### src/rtl/multibanco_entrada.sv
// Keypad PIN/amount entry controller feeding the Multibanco transaction stage.
// Optional idle-session timeout is built only when MB_TIMEOUT_EN is defined.
module multibanco_entrada #(
   parameter int MAX_TENT = 3,
   parameter int TIMEOUT  = 1000
) (
   input  logic       CLK,
   input  logic       RST_N,
   input  logic       CARD,
   input  logic [3:0] KEY,
   input  logic       KEY_VLD,
   input  logic       OK,
   input  logic       CANCEL,
   input  logic [3:0] COD,
   input  logic [3:0] SALDO,
   output logic [3:0] PIN,
   output logic [3:0] VAL,
   output logic       EN,
   output logic       ERRO,
   output logic [1:0] TENT,
   output logic       BLOQ,
   output logic       OCUP
);

   // state     | meaning
   // IDLE      | no card, waiting for insertion
   // PIN_WAIT  | collecting PIN digit, waiting for OK
   // PIN_CHECK | compare latched PIN with card code
   // VAL_WAIT  | collecting amount digit, waiting for OK
   // VAL_CHECK | compare amount with balance
   // ISSUE     | EN strobe to transaction stage
   // DONE      | transaction issued, waiting for card removal
   // BLOCKED   | attempts exhausted, only reset exits
   typedef enum logic [2:0] {
      IDLE, PIN_WAIT, PIN_CHECK, VAL_WAIT, VAL_CHECK, ISSUE, DONE, BLOCKED
   } state_t;

   localparam logic [1:0] TENT_MAX = 2'(MAX_TENT);

   if (MAX_TENT < 1 || MAX_TENT > 3 || TIMEOUT < 1) begin : g_bad_param
      $error("multibanco_entrada: MAX_TENT must be 1..3 and TIMEOUT >= 1");
   end

   state_t     state_q, state_d;
   logic [3:0] pin_q, pin_d;
   logic [3:0] val_q, val_d;
   logic [1:0] tent_q, tent_d;
   logic       seen_q, seen_d;
   logic       en_q, en_d;
   logic       erro_q, erro_d;
   logic       bloq_q, bloq_d;
   logic       ocup_q, ocup_d;
   logic       in_wait;
   logic       abortable;
   logic       timeout;

   assign in_wait   = (state_q == PIN_WAIT) || (state_q == VAL_WAIT);
   assign abortable = in_wait || (state_q == PIN_CHECK) || (state_q == VAL_CHECK);

`ifdef MB_TIMEOUT_EN
   localparam int CW = $clog2(TIMEOUT + 1);
   logic [CW-1:0] cnt_q, cnt_d;
   logic          wait_next;

   assign wait_next = (state_d == PIN_WAIT) || (state_d == VAL_WAIT);
   assign timeout   = in_wait && (cnt_q == '0);

   // Down-counter reloads on entry to a wait state and on any key/OK activity.
   always_comb begin
      cnt_d = cnt_q;
      if (wait_next && ((state_d != state_q) || KEY_VLD || OK))
         cnt_d = CW'(TIMEOUT);
      else if (in_wait && (cnt_q != '0))
         cnt_d = cnt_q - CW'(1);
   end

   always_ff @(posedge CLK or negedge RST_N) begin
      if (!RST_N) cnt_q <= CW'(TIMEOUT);
      else        cnt_q <= cnt_d;
   end
`else
   assign timeout = 1'b0;
`endif

   always_comb begin
      state_d = state_q;
      pin_d   = pin_q;
      val_d   = val_q;
      tent_d  = tent_q;
      seen_d  = seen_q;
      erro_d  = 1'b0;
      bloq_d  = bloq_q;

      if (abortable && (CANCEL || !CARD || timeout)) begin
         state_d = IDLE;
         pin_d   = 4'd0;
         val_d   = 4'd0;
         seen_d  = 1'b0;
      end else begin
         unique case (state_q)
            IDLE: begin
               seen_d = 1'b0;
               if (CARD) state_d = PIN_WAIT;
            end
            // OK outranks a same-cycle key, so that key is dropped.
            PIN_WAIT: begin
               if (OK) begin
                  if (seen_q) state_d = PIN_CHECK;
               end else if (KEY_VLD) begin
                  pin_d  = KEY;
                  seen_d = 1'b1;
               end
            end
            PIN_CHECK: begin
               seen_d = 1'b0;
               if (pin_q == COD) begin
                  state_d = VAL_WAIT;
                  tent_d  = TENT_MAX;
               end else begin
                  erro_d = 1'b1;
                  tent_d = tent_q - 2'd1;
                  if (tent_q == 2'd1) begin
                     state_d = BLOCKED;
                     bloq_d  = 1'b1;
                  end else begin
                     state_d = PIN_WAIT;
                  end
               end
            end
            VAL_WAIT: begin
               if (OK) begin
                  if (seen_q) state_d = VAL_CHECK;
               end else if (KEY_VLD) begin
                  val_d  = KEY;
                  seen_d = 1'b1;
               end
            end
            VAL_CHECK: begin
               if ((val_q == 4'd0) || (val_q > SALDO)) begin
                  erro_d  = 1'b1;
                  seen_d  = 1'b0;
                  state_d = VAL_WAIT;
               end else begin
                  state_d = ISSUE;
               end
            end
            ISSUE: state_d = DONE;
            DONE: begin
               if (!CARD) state_d = IDLE;
            end
            BLOCKED: begin
               tent_d = 2'd0;
               bloq_d = 1'b1;
            end
            default: state_d = IDLE;
         endcase
      end
   end

   // Strobe and busy flags are derived from the next state so they line up
   // with the state they describe.
   assign en_d   = (state_d == ISSUE);
   assign ocup_d = (state_d != IDLE);

   always_ff @(posedge CLK or negedge RST_N) begin
      if (!RST_N) begin
         state_q <= IDLE;
         pin_q   <= 4'd0;
         val_q   <= 4'd0;
         tent_q  <= TENT_MAX;
         seen_q  <= 1'b0;
         en_q    <= 1'b0;
         erro_q  <= 1'b0;
         bloq_q  <= 1'b0;
         ocup_q  <= 1'b0;
      end else begin
         state_q <= state_d;
         pin_q   <= pin_d;
         val_q   <= val_d;
         tent_q  <= tent_d;
         seen_q  <= seen_d;
         en_q    <= en_d;
         erro_q  <= erro_d;
         bloq_q  <= bloq_d;
         ocup_q  <= ocup_d;
      end
   end

   assign PIN  = pin_q;
   assign VAL  = val_q;
   assign EN   = en_q;
   assign ERRO = erro_q;
   assign TENT = tent_q;
   assign BLOQ = bloq_q;
   assign OCUP = ocup_q;

endmodule

### config.mk
export PLATFORM = sky130hd
export DESIGN_NAME = multibanco_entrada
export DESIGN_NICKNAME = d
export VERILOG_FILES = /design/src/rtl/multibanco_entrada.sv
export SDC_FILE = /design/constraint.sdc
export NUM_CORES = 1
export LEC_CHECK = 0
export CORE_MARGIN = 8
export CORE_UTILIZATION = 30
export CTS_BUF_LIST = sky130_fd_sc_hd__clkbuf_4 sky130_fd_sc_hd__clkbuf_8 sky130_fd_sc_hd__clkbuf_16
export CTS_CLUSTER_SIZE = 8
export DETAILED_ROUTE_END_ITERATION = 8
export GPL_TIMING_DRIVEN = 0
export PLACE_DENSITY = 0.52
export SKIP_LAST_GASP = 1
export SLEW_MARGIN = 20
export SYNTH_ARGS = -nofsm -noshare
export SYNTH_HDL_FRONTEND = slang
export SYNTH_SLANG_ARGS = --single-unit
export TNS_END_PERCENT = 5
### constraint.sdc
create_clock -name CLK -period 3.68 [get_ports CLK]
set_input_delay 0.368 -clock CLK [delete_from_list [all_inputs] [get_ports CLK]]
set_output_delay 0.368 -clock CLK [all_outputs]
set_load 0.02 [all_outputs]
==> results.ini, run 1 <==
[pwr]
combPwrFrac_pct=26.0
swShare_pct=27.5
switchingPower_uw=144
power.leakage_uw=0.000661
clkPwrFrac_pct=30.7
intPower_uw=381
power_density_nw_per_um2=331
power_uw=526
peakVddDrop_uv=128
seqPwrFrac_pct=43.2

[layout]
fin_area_um2=1590
n_antenna_cell=0
syn_to_final_growth_pct=36.6
nets=180
drive_gt1_share_pct=15.4

[logic_synthesis]
synth_fa_ha_area_share_pct=5.38
seq_area_frac_synth_pct=38.9
synth_xor_area_share_pct=3.76
synth_fp_nets=144
yosys-top-cells-area=dfrtp_1, nand2_1, ha_1
synth_area_um2=1160
yosys_register_bits=18
ys.flop_type=dfrtp_1
synthMuxAreaShare_pct=3.44
yosysTopAreaCell=dfrtp_1
synth_compound_area_share_pct=17.5
syn_area_per_cell_um2=9.62
synth_edf_count=0
yosysUniqueCellTypes=42
netlist.area_leader.share_pct=34.4
yosys_warnings=0
async_flop_share_pct=100
syn_inst=121
synth_top_family_by_area=simple AND/OR/NAND/NOR gates
synth_simple_gate_area_share_pct=25.1

[drt]
dr.pass1.iters=4
postRouteAntennaNets=0
wl_per_cell_um=14.0
vias=989
via_per_inst=4.85
drt_iter0_markers=68
route.detailed.drc=0
wirelength_um=2850

[cts]
clockBufferDepth=2
cts-root-buf=clkbuf_8
clk_pin_slew_worst_paths_ns=0.07
cts_hold_buf=0
cts-resized-gates=0
cts_tree=yes
cts_buffers=3
clock-sinks=18
cts_setup_buffers=0
clk_latency_ns=0.25
htreeDepth=1

[placed_design]
io_buffers=31
gp_congestion=0.816
hpwlAfterDp_um=2230
place_area_um2=1530

[timing]
finalClockSkew_ns=0.00332
drv_slew=0
max_clock_freq_mhz=551
period_needed_ns=1.81
worst_pin_slew_ns=0.837
relSlewSlack_pct=44.0
setup_viol=0
hold_viol=0
fin_crit_sh_pct=49.3
rsz0062_at_grt=false
tns_ns=0

[critical_path]
crit_start=SALDO[1]
cp.arrival_ns=2.00
end_kind=flip-flop
r2r-start=VAL[1]
path_max_fanout=3
worstPathRequired_ns=3.87
cp-start-kind=input pin
worstSetupPathType=in2reg

[grt]
grt_pass1_vias=1068
grt_start_max_net_pins=19
grtUsageTotal_pct=9.81
grt_pass1_wl_um=5040
antenna_found_initial=0
gr-total-overflow=0

[run_status]
outcome=finished clean

[die]
num_rows=22
fp.dieArea_um2=6130
core-area_um2=3690
io_pins=32
die_x_um=78.3
dieHeight_um=78.3
start_util_pct=31.5

[run]
cap_violations=0

[min_path]
hold_class=reg2reg
min-delay-start=BLOQ

==> worst max-delay path, stage by stage <==
cell	delay, ns
clkdlybuf4s50_1	0.45
inv_1	0.04
ha_1	0.29
nor2b_1	0.13
o21bai_1	0.13
o2bb2ai_1	0.18
a21o_1	0.21
and4_1	0.19
==> final timing paths <==
check                           endpoint  slack (ns)  cells past startpoint
worst min register to register      BLOQ        0.47                      1
worst max-delay path                  EN        1.87                      8
min in group asynchronous           BLOQ        0.60                      1
max in group asynchronous             EN        2.57                      1
worst min-delay path                BLOQ        0.47                      1
worst max register to register        EN        2.03                      6
==> power by group through the flow <==
stage / clock, uW / sequential (uW) / combinational, uW
global route: 178 / 230 / 152
finish: 161 / 227 / 137
floorplan: 0 / 246 / 58.5
global placement: 0 / 230 / 136
detailed placement: 0 / 231 / 139
CTS: 167 / 227 / 140
==> through the flow <==
| stage | utilization [%] | hold WS, ns | cells | setup slack [ns] |
|---|---|---|---|---|
| CTS | 43.1 | 0.470 | 204 | 1.87 |
| floorplan | - | 0.0724 | 121 | 2.11 |
| finish | 43.1 | 0.467 | 204 | 1.87 |
| global placement | 41.6 | 0.450 | 200 | 1.64 |
| global route | 43.1 | 0.514 | 204 | 1.76 |
| detailed placement | 41.6 | 0.452 | 200 | 1.61 |
==> layer usage <==
metal | part of all wire, % | vias to the layer above | track usage (%)
li1 | - | 498 | -
met1 | 47 | 466 | 12.6
met2 | 46 | 23 | 15.7
met3 | 6.8 | 2 | 3.42
met4 | 0.46 | 0 | 1.67
met5 | 0 | - | 0
==> final cells by class <==
cell class / instances / area, um^2
Tap cell: 48 / 60.1
Inverter: 5 / 18.8
Clock buffer: 4 / 55.1
Multi-Input combinational cell: 92 / 642
Timing Repair Buffer: 31 / 310
Fill cell: 385 / 2100
Sequential cell: 18 / 453
Buffer: 6 / 50.0
==> placed cells by master (no fill, tap or decap), types with 4 or more instances in the layout <==
cell	instances
ha_1	5
dfrtp_1	16
clkbuf_8	4
a31oi_1	4
nor2_1	6
clkdlybuf4s50_1	31
nand3_1	6
nand2_1	19
inv_1	5
a21oi_1	8
mux2i_1	4
xnor2_1	4
==> logic make-up after synthesis <==
logic type	count (synthesis)
simple gates	50
compound gates	28
flops	18
buf+inv	11
xor+xnor	5
fa+ha+maj	5
mux	4
==> flip-flops by register name, summed over array words and instances, names as in the netlist <==
signal   cells
BLOQ         1
OCUP         1
ERRO         1
VAL          4
EN           1
TENT         2
seen_q       1
PIN          4
state_q      3
==> Yosys cell counts, types with 2 or more instances <==
cell,count
nor2_1,6
dfstp_2,2
a32o_1,2
a21oi_2,3
inv_1,5
nand2b_1,3
xnor2_1,4
nand2_1,19
ha_1,5
a21o_1,2
and2_1,2
a31oi_1,4
a21oi_1,8
buf_6,2
nand3_1,6
mux2i_1,4
buf_4,3
nand4_1,2
dfrtp_1,16
Note: power is estimated with default switching activity, not from simulation.
==> run 2: changes to the inputs <==
==> constraint.sdc (replaced) <==
create_clock -name CLK -period 1.77 [get_ports CLK]
set_input_delay 0.177 -clock CLK [delete_from_list [all_inputs] [get_ports CLK]]
set_output_delay 0.177 -clock CLK [all_outputs]
set_load 0.02 [all_outputs]
==> results of run 2 <==
Same layout as run 1 (identical final DEF). Status: finished clean.
Main changes from that run: setup slack after placement 1.61 ns -> -0.107 ns; setup slack after layout 1.87 ns -> 0.123 ns; hold slack 0.467 ns -> 0.406 ns; start point of the critical path SALDO[1] -> VAL[1]; register-to-register setup slack 2.03 ns -> 0.12 ns; total power 526 uW -> 1090 uW; worst IR drop on VDD 128 uV -> 267 uV
